File: src/rtl/morse_pkg.sv
// Shared constants and state encoding for the Morse character player.
package morse_pkg;

    localparam int unsigned DOT_UNITS  = 1;
    localparam int unsigned DASH_UNITS = 3;
    localparam int unsigned GAP_UNITS  = 1;
    localparam int unsigned MAX_LEN    = 5;
    localparam int unsigned LEN_W      = $clog2(MAX_LEN + 1);

    typedef enum logic [1:0] {
        IDLE  = 2'd0,
        MARK  = 2'd1,
        SPACE = 2'd2,
        DONE  = 2'd3
    } state_t;

endpackage

File: src/rtl/unit_counter.sv
// Counts unit_tick pulses up to a runtime target; hit_c flags the target-th tick.
module unit_counter #(
    parameter int unsigned CNT_W = 2
) (
    input  logic             clk,
    input  logic             rst,
    input  logic             load,
    input  logic             tick,
    input  logic [CNT_W-1:0] target,
    output logic             hit_c
);

    logic [CNT_W-1:0] cnt;
    logic [CNT_W-1:0] cnt_inc;

    assign cnt_inc = cnt + CNT_W'(1);
    assign hit_c   = tick && (cnt_inc == target);

    always_ff @(posedge clk or negedge rst) begin
        if (!rst) begin
            cnt <= '0;
        end else if (load) begin
            cnt <= '0;
        end else if (tick) begin
            cnt <= cnt_inc;
        end
    end

endmodule

File: src/rtl/morse_symbol_player.sv
// Plays one latched Morse character on led_out, timing marks and gaps in unit_tick pulses.
module morse_symbol_player #(
    parameter int unsigned DOT_UNITS  = morse_pkg::DOT_UNITS,
    parameter int unsigned DASH_UNITS = morse_pkg::DASH_UNITS,
    parameter int unsigned GAP_UNITS  = morse_pkg::GAP_UNITS,
    parameter int unsigned MAX_LEN    = morse_pkg::MAX_LEN
) (
    input  logic               clk,
    input  logic               rst,
    input  logic               unit_tick,
    input  logic               start,
    input  logic [2:0]         code_len,
    input  logic [MAX_LEN-1:0] code_bits,
    output logic               busy,
    output logic               led_out,
    output logic               done
);

    import morse_pkg::*;

    localparam int unsigned CNT_W  = $clog2(DASH_UNITS + 1);
    localparam int unsigned CLEN_W = $clog2(MAX_LEN + 1);

    state_t              state;
    logic [MAX_LEN-1:0]  pat;
    logic [CLEN_W-1:0]   len;
    logic [CLEN_W-1:0]   idx;

    logic                cnt_tick_c;
    logic                load_c;
    logic                hit_c;
    logic                last_c;
    logic [CNT_W-1:0]    target_c;
    logic [CLEN_W-1:0]   len_in_c;

    assign len_in_c   = (code_len > 3'(MAX_LEN)) ? CLEN_W'(MAX_LEN) : CLEN_W'(code_len);
    assign cnt_tick_c = unit_tick && ((state == MARK) || (state == SPACE));
    // Counter restarts on every phase change and stays cleared outside MARK/SPACE.
    assign load_c     = (state == IDLE) || (state == DONE) || hit_c;
    assign target_c   = (state == SPACE) ? CNT_W'(GAP_UNITS)
                      : (pat[0] ? CNT_W'(DASH_UNITS) : CNT_W'(DOT_UNITS));
    assign last_c     = (idx == (len - CLEN_W'(1)));

    unit_counter #(
        .CNT_W (CNT_W)
    ) u_unit_counter (
        .clk    (clk),
        .rst    (rst),
        .load   (load_c),
        .tick   (cnt_tick_c),
        .target (target_c),
        .hit_c  (hit_c)
    );

    always_ff @(posedge clk or negedge rst) begin
        if (!rst) begin
            state   <= IDLE;
            pat     <= '0;
            len     <= '0;
            idx     <= '0;
            busy    <= 1'b0;
            led_out <= 1'b0;
            done    <= 1'b0;
        end else begin
            done <= 1'b0;
            case (state)
                IDLE: begin
                    if (start) begin
                        pat <= code_bits;
                        len <= len_in_c;
                        idx <= '0;
                        if (len_in_c == '0) begin
                            state <= DONE;
                            done  <= 1'b1;
                        end else begin
                            state   <= MARK;
                            busy    <= 1'b1;
                            led_out <= 1'b1;
                        end
                    end
                end
                MARK: begin
                    if (hit_c) begin
                        idx     <= idx + CLEN_W'(1);
                        pat     <= pat >> 1;
                        led_out <= 1'b0;
                        if (last_c) begin
                            state <= DONE;
                            done  <= 1'b1;
                            busy  <= 1'b0;
                        end else begin
                            state <= SPACE;
                        end
                    end
                end
                SPACE: begin
                    if (hit_c) begin
                        state   <= MARK;
                        led_out <= 1'b1;
                    end
                end
                DONE: begin
                    state <= IDLE;
                end
                default: begin
                    state <= IDLE;
                end
            endcase
        end
    end

endmodule

File: config.mk
export PLATFORM = sky130hd
export DESIGN_NAME = morse_symbol_player
export DESIGN_NICKNAME = d
export VERILOG_FILES = /design/src/rtl/morse_pkg.sv /design/src/rtl/unit_counter.sv /design/src/rtl/morse_symbol_player.sv
export SDC_FILE = /design/constraint.sdc
export NUM_CORES = 1
export LEC_CHECK = 0
export CAP_MARGIN = 40
export CORE_UTILIZATION = 49
export DETAILED_ROUTE_END_ITERATION = 12
export PLACE_DENSITY = 0.76
export SLEW_MARGIN = 5
export SYNTH_ARGS = -nofsm -noshare
export SYNTH_HDL_FRONTEND = slang
export SYNTH_HIERARCHICAL = 1
export SYNTH_SLANG_ARGS = --single-unit
File: constraint.sdc
create_clock -name clk -period 5.86 [get_ports clk]
set_input_delay 1.172 -clock clk [delete_from_list [all_inputs] [get_ports clk]]
set_output_delay 1.172 -clock clk [all_outputs]
set_load 0.05 [all_outputs]
# --- Word level (Yosys, flattened, before mapping) ---
# Index checks and enable logic that the tools add are counted.
classes:
  add_sub_neg: 3
  order_cmp: 1
  n_eq_ne: 10
  muxes: 30
  reduce_logical: 15
op_table:
  columns: ["cell", "count"]
  rows:
  - ["$mux 2", 8]
  - ["$mux 1", 11]
  - ["$mux 5", 2]
  - ["$ne 2x2->1 const B", 5]
  - ["$pmux 5 s2", 1]
  - ["$reduce_and 5->1", 2]
  - ["$mux 3", 3]
  - ["$pmux 2 s4", 1]
  - ["$pmux 3 s2", 1]
  - ["$reduce_and 3->1", 2]
  - ["$eq 2x2->1 const B", 2]
  - ["$pmux 1 s2", 2]
  - ["$reduce_bool 2->1", 2]
  - ["$add 3x1->3 const B", 1]
  - ["$eq 3x3->1", 1]
  - ["$gt 3x3->1 const B", 1]
  - ["$logic_not 3->1", 1]
  - ["$logic_or 1x1->1", 3]
  - ["$pmux 1 s3", 1]
  - ["$reduce_bool 3->1", 1]
  - ["$sub 3x1->3 const B", 1]
  - ["$add 2x1->2 const B", 1]
  - ["$eq 2x1->1 const B", 1]
  - ["$eq 2x2->1", 1]
  - ["other kinds (3)", 4]
totals:
  reg_bits: 18
  out_inout_bits: 3

# --- Depth between registers and ports, before layout ---
logic_depth:
  word_depth: 6
  depth_mapped: 10
  ltp_nobuf: 9

# --- Modules after synthesis ---
# The synthesis kept the hierarchy.
by_module_without_submodules:
  columns: ["module", "instances", "cells_per_inst", "area_each_um2", "seq_area_each_um2"]
  rows:
  - ["morse_symbol_player", 1, 98, 953.4, 400.4]
  - ["unit_counter", 1, 11, 118.9, 50.0]

# --- Worst setup path before layout ---
# OpenSTA, ideal clock, no wires.
synth_path:
  path_kind: "in2reg"
  from: "input port unit_tick"
  to: "register busy"
  setup_ps: 82
  arrival_ps: 2324
  t_required_ps: 5778
  setup_slack_ps: 3454
  cell_stages: 8
  cell_sequence: "and2_1 > nand3b_1 > mux2i_1 > buf_2 > nor2b_1 > nor3_4 > a31oi_1 > a31oi_1"
synth_between:
  elab_chain_cells: 4
synth_rtl:
  columns: ["element", "line_no", "source"]
  rows:
  - ["start, declared", "morse_symbol_player.sv:10", "input logic unit_tick,"]
  - ["$logic_and 1x1->1", "morse_symbol_player.sv:37", "assign cnt_tick_c = unit_tick && ((state == MARK) || (state == SPACE));"]
  - ["$logic_and 1x1->1", "unit_counter.sv:17", "assign hit_c = tick && (cnt_inc == target);"]
  - ["net hit_c", "morse_symbol_player.sv:31", "logic hit_c;"]
  - ["$ne 2x2->1 (no source line)", null, null]
  - ["$reduce_and 5->1 (no source line)", null, null]
  - ["end signal, assigned", "morse_symbol_player.sv:61", "busy <= 1'b0;"]
  - ["end signal, assigned", "morse_symbol_player.sv:77", "busy <= 1'b1;"]
  - ["end signal, assigned", "morse_symbol_player.sv:90", "busy <= 1'b0;"]
  - ["end, declared", "morse_symbol_player.sv:14", "output logic busy,"]
# The timed path passes the listed nets, and every way through them passes these cells.
# A chain may end at the register's enable or synchronous reset.

# --- Worst setup path in the final report ---
layout_path:
  from: "input port unit_tick"
  to: "register busy"
layout_between:
  elab_chain_cells: 4
layout_rtl:
  columns: ["element", "line_no", "source"]
  rows:
  - ["$logic_and 1x1->1", "morse_symbol_player.sv:37", null]
  - ["net cnt_tick_c", "morse_symbol_player.sv:29", "logic cnt_tick_c;"]
  - ["$logic_and 1x1->1", "unit_counter.sv:17", null]
  - ["net hit_c", "morse_symbol_player.sv:31", null]
  - ["$ne 2x2->1 (no source line)", null, null]
  - ["$reduce_and 5->1 (no source line)", null, null]
# The timed path passes the listed nets, and every way through them passes these cells.

==> results.tsv <==
stage	metric	value	unit
logic_synthesis	xor/xnor share of the synthesized area	0.04901	
sta	hold_ws	487.6	ps
cells_and_area	diodes inserted	0	
cells_and_area	cell area after layout	0.001269	mm²
worst_setup_path	reg2reg end	busy	
logic_synthesis	largest family of logic cells by synthesized area	simple AND/OR/NAND/NOR gates	
logic_synthesis	Cell Area, Synth	0.001072	mm²
sta	Slew Limit Fails	0	
cells_and_area	Final Core Density	0.6338	
global_routing	Congestion Overflow GR	0	
worst_setup_path	crit start category	input port	
logic_synthesis	Synth Instances	109	
cts	Clock Tree Buf Depth	2	
global_routing	first-pass GRT wire length	3443	µm
worst_setup_path	crit-path leading delay family	simple AND/OR/NAND/NOR gates	
sta	Worst Tran Pin Value	799.5	ps
logic_synthesis	main flop type after synthesis	dfrtp_1	
detailed_routing	via density per instance	5.428	
worst_setup_path	Crit path required time	6080	ps
hold_path	hold path depth	2	
placement	GPL Wtd Cong	0.7892	
sta	TNS Setup	0	ps
hold_path	hold crit path type	reg2reg	
logic_synthesis	YS warnings	6	
detailed_routing	DRT Pass-1 Iters	4	
cts	CTS tree	built	
power_and_ir_drop	clock share of power	0.114	
sta	RSZ-0062 raised after global routing	false	
placement	placed instance area	0.001232	mm²
power_and_ir_drop	Sw Share	0.4304	
worst_setup_path	Critical Path Sink Type	flip-flop	
sta	fin crit share	0.5295	
sta	fin crit period	3103	ps
cells_and_area	nets@finish	144	
global_routing	antenna violations before repair	0	
detailed_routing	Vias	825	
sta	top achievable clock speed	322.3	MHz
worst_setup_path	FF-to-FF Start	state[0]	
placement	HPWL after DPL	1531	µm
floorplan	core area	0.002002	mm²
power_and_ir_drop	Pleak	0.5296	nW
power_and_ir_drop	Net Sw Power	0.0002831	W
sta	Hold Vio Cnt, Final	0	
logic_synthesis	Post-Synth Simple-Gate Area	0.1855	
cells_and_area	most frequent cells in the layout	dfrtp_1 (18), clkdlybuf4s50_1 (14), a21oi_1 (9)	
worst_setup_path	Crit-path slowest cell	mux2i_1	
placement	worst slack at placement	2512	ps
cts	clk sink count	18	
outcome	status	finished, final reports clean	
floorplan	Row Count	16	
logic_synthesis	adder-cell share of the synthesized area	0.07001	
sta	final setup vio count	0	
cts	postcts setup bufs	0	
logic_synthesis	Yosys reg bits	18	
detailed_routing	antenna viol nets, final	0	
global_routing	vias in the first global route	795	
flow_run	max-cap violation count	0	
cts	Clock Pin Slew Worst Setup and Hold Paths	100	ps
worst_setup_path	CP arrival	3320	ps
hold_path	Min-Delay Startpoint	len[1]	
power_and_ir_drop	register share of total power	0.323	
cts	clk_lat worst skew	290	ps
detailed_routing	wire length per cell	13.01	µm
floorplan	Starting Density	0.5356	
cts	clk root buf	clkbuf_4	
logic_synthesis	register area share after synthesis	0.4201	
power_and_ir_drop	combinational power share	0.563	
logic_synthesis	Synth Area per Inst	9.837	µm²
floorplan	Die Y-Extent	48.78	µm
logic_synthesis	post-synthesis compound-gate area fraction	0.1622	
worst_setup_path	CP bufs+invs	1	
power_and_ir_drop	Pint	0.0003747	W
cells_and_area	commonest non-fill, non-tap cell in the layout	dfrtp_1	
detailed_routing	wirelength, routed	1977	µm
worst_setup_path	Setup Crit Path Kind	in2reg	
hold_path	WHS Endpoint	len[1]	
sta	Worst Skew	4.816	ps
global_routing	GRT Overall Usage	0.1921	
floorplan	die width	48.78	µm
cells_and_area	area grow syn2layout	18.32	%
cts	hold_buf cts	0	
worst_setup_path	cell chain of the critical path	clkdlybuf4s50_1, and2_1, nand3b_1, mux2i_1, nor2b_1, nor3_4, a31oi_1, a31oi_1	
cells_and_area	share of post-route cells with drive strength above 1	0.08000	
worst_setup_path	R2R cell count	9	
detailed_routing	drt initial violations	12	
global_routing	largest net degree at the start of global routing	19	
detailed_routing	DRC viols	0	
worst_setup_path	Crit path top cell by count	a31oi_1	
worst_setup_path	Crit Path Max Fanout	10	
logic_synthesis	number of synthesized flops with an enable pin	0	
logic_synthesis	mux cell area share after synthesis	0.07585	
worst_setup_path	max incr delay on CP	570	ps
sta	Setup WS post-layout	2757	ps
cts	post-cts resize count	0	
worst_setup_path	FF-to-FF setup slack	3310	ps
placement	port bufs	14	
cts	CTS Buf Count	3	
sta	slew margin rel.	0.4653	
floorplan	IO Count	15	
logic_synthesis	asr flop ratio synth	1.000	
logic_synthesis	library cells used by synthesis	32	
cts	# H-tree levels	1	
power_and_ir_drop	Power Density	518.5	mW/mm²
floorplan	Die Footprint	0.002379	mm²
power_and_ir_drop	VDD IR-drop max	0.2494	mV
## flip-flops by register name, summed over array words and instances, names as in the netlist
name	count
pat	5
idx	3
len	3
state	2
u_unit_counter/cnt	2
busy	1
done	1
led_out	1
## worst reg2reg max path, stage by stage, from the launching register on
cell and delay [ps]:
dfrtp_1 390, inv_1 100, ha_1 300, and2_1 230, nand3b_1 100, mux2i_1 570, nor2b_1 190, nor3_4 330
a31oi_1 130, a31oi_1 140
## metal layers
layer	part of all wire	vias to the layer above	wire length, µm	global-route usage
met5	0	-	0	0
met4	0.019	0	38	0.08824
met3	0.033	4	65	0.03738
met2	0.51	16	999	0.3356
met1	0.44	390	873	0.2263
li1	-	415	-	-
## worst max-delay path by stage
stage,cells after the start,to,start,slack [ps]
after global placement,8,busy,unit_tick,2620
after global routing,8,busy,unit_tick,2630
after floorplan,8,busy,unit_tick,3450
after detailed placement,8,busy,unit_tick,2510
after CTS,8,busy,unit_tick,2810
final,8,busy,unit_tick,2760
## layout make-up
cell class	count	area, µm²
fill	167	733.2
multi-input combinational	84	589.3
sequential	18	450.4
timing repair buffer	14	140.1
clock buffer	4	36.28
tap	27	33.78
inverter	5	18.77
## kinds of logic after synthesis
kind of cell,after synthesis
AO/OA/AOI/OAI,28
adder cells (fa/ha/maj),6
other,1
multiplexers,8
buffers and inverters,8
XOR/XNOR,6
AND/OR/NAND/NOR,34
flip-flops,18
## power by group through the flow
stage | combinational (W) | clock, W | sequential [W]
3_3_place_gp | 0.000359 | 0 | 0.000212
6_report | 0.000371 | 0.0000750 | 0.000212
5_1_grt | 0.000412 | 0.0000837 | 0.000219
4_1_cts | 0.000375 | 0.0000771 | 0.000213
2_1_floorplan | 0.000282 | 0 | 0.000228
3_5_place_dp | 0.000373 | 0 | 0.000215
## metrics by stage
| step | std cells | power, W |
|---|---|---|
| after floorplan | 110 | 0.0005109 |
| after global placement | 148 | 0.0005712 |
| after detailed placement | 148 | 0.0005882 |
| after CTS | 152 | 0.0006645 |
| after global routing | 152 | 0.0007150 |
| final | 152 | 0.0006578 |
## cells in the mapped netlist (2+ instances only)
master | count | share of area
nor2b_1 | 4 | 0.023
nand2_1 | 7 | 0.025
nand3b_1 | 4 | 0.028
dfrtp_1 | 18 | 0.42
nor3_1 | 2 | 0.0093
inv_1 | 5 | 0.018
xnor2_1 | 6 | 0.049
nor2_1 | 7 | 0.025
o21ai_0 | 6 | 0.028
buf_2 | 2 | 0.0093
mux2i_1 | 7 | 0.065
ha_1 | 6 | 0.070
a21oi_1 | 9 | 0.042
nand2b_1 | 3 | 0.018
a31oi_1 | 6 | 0.035
No activity file was read; power rests on OpenSTA's default activity.
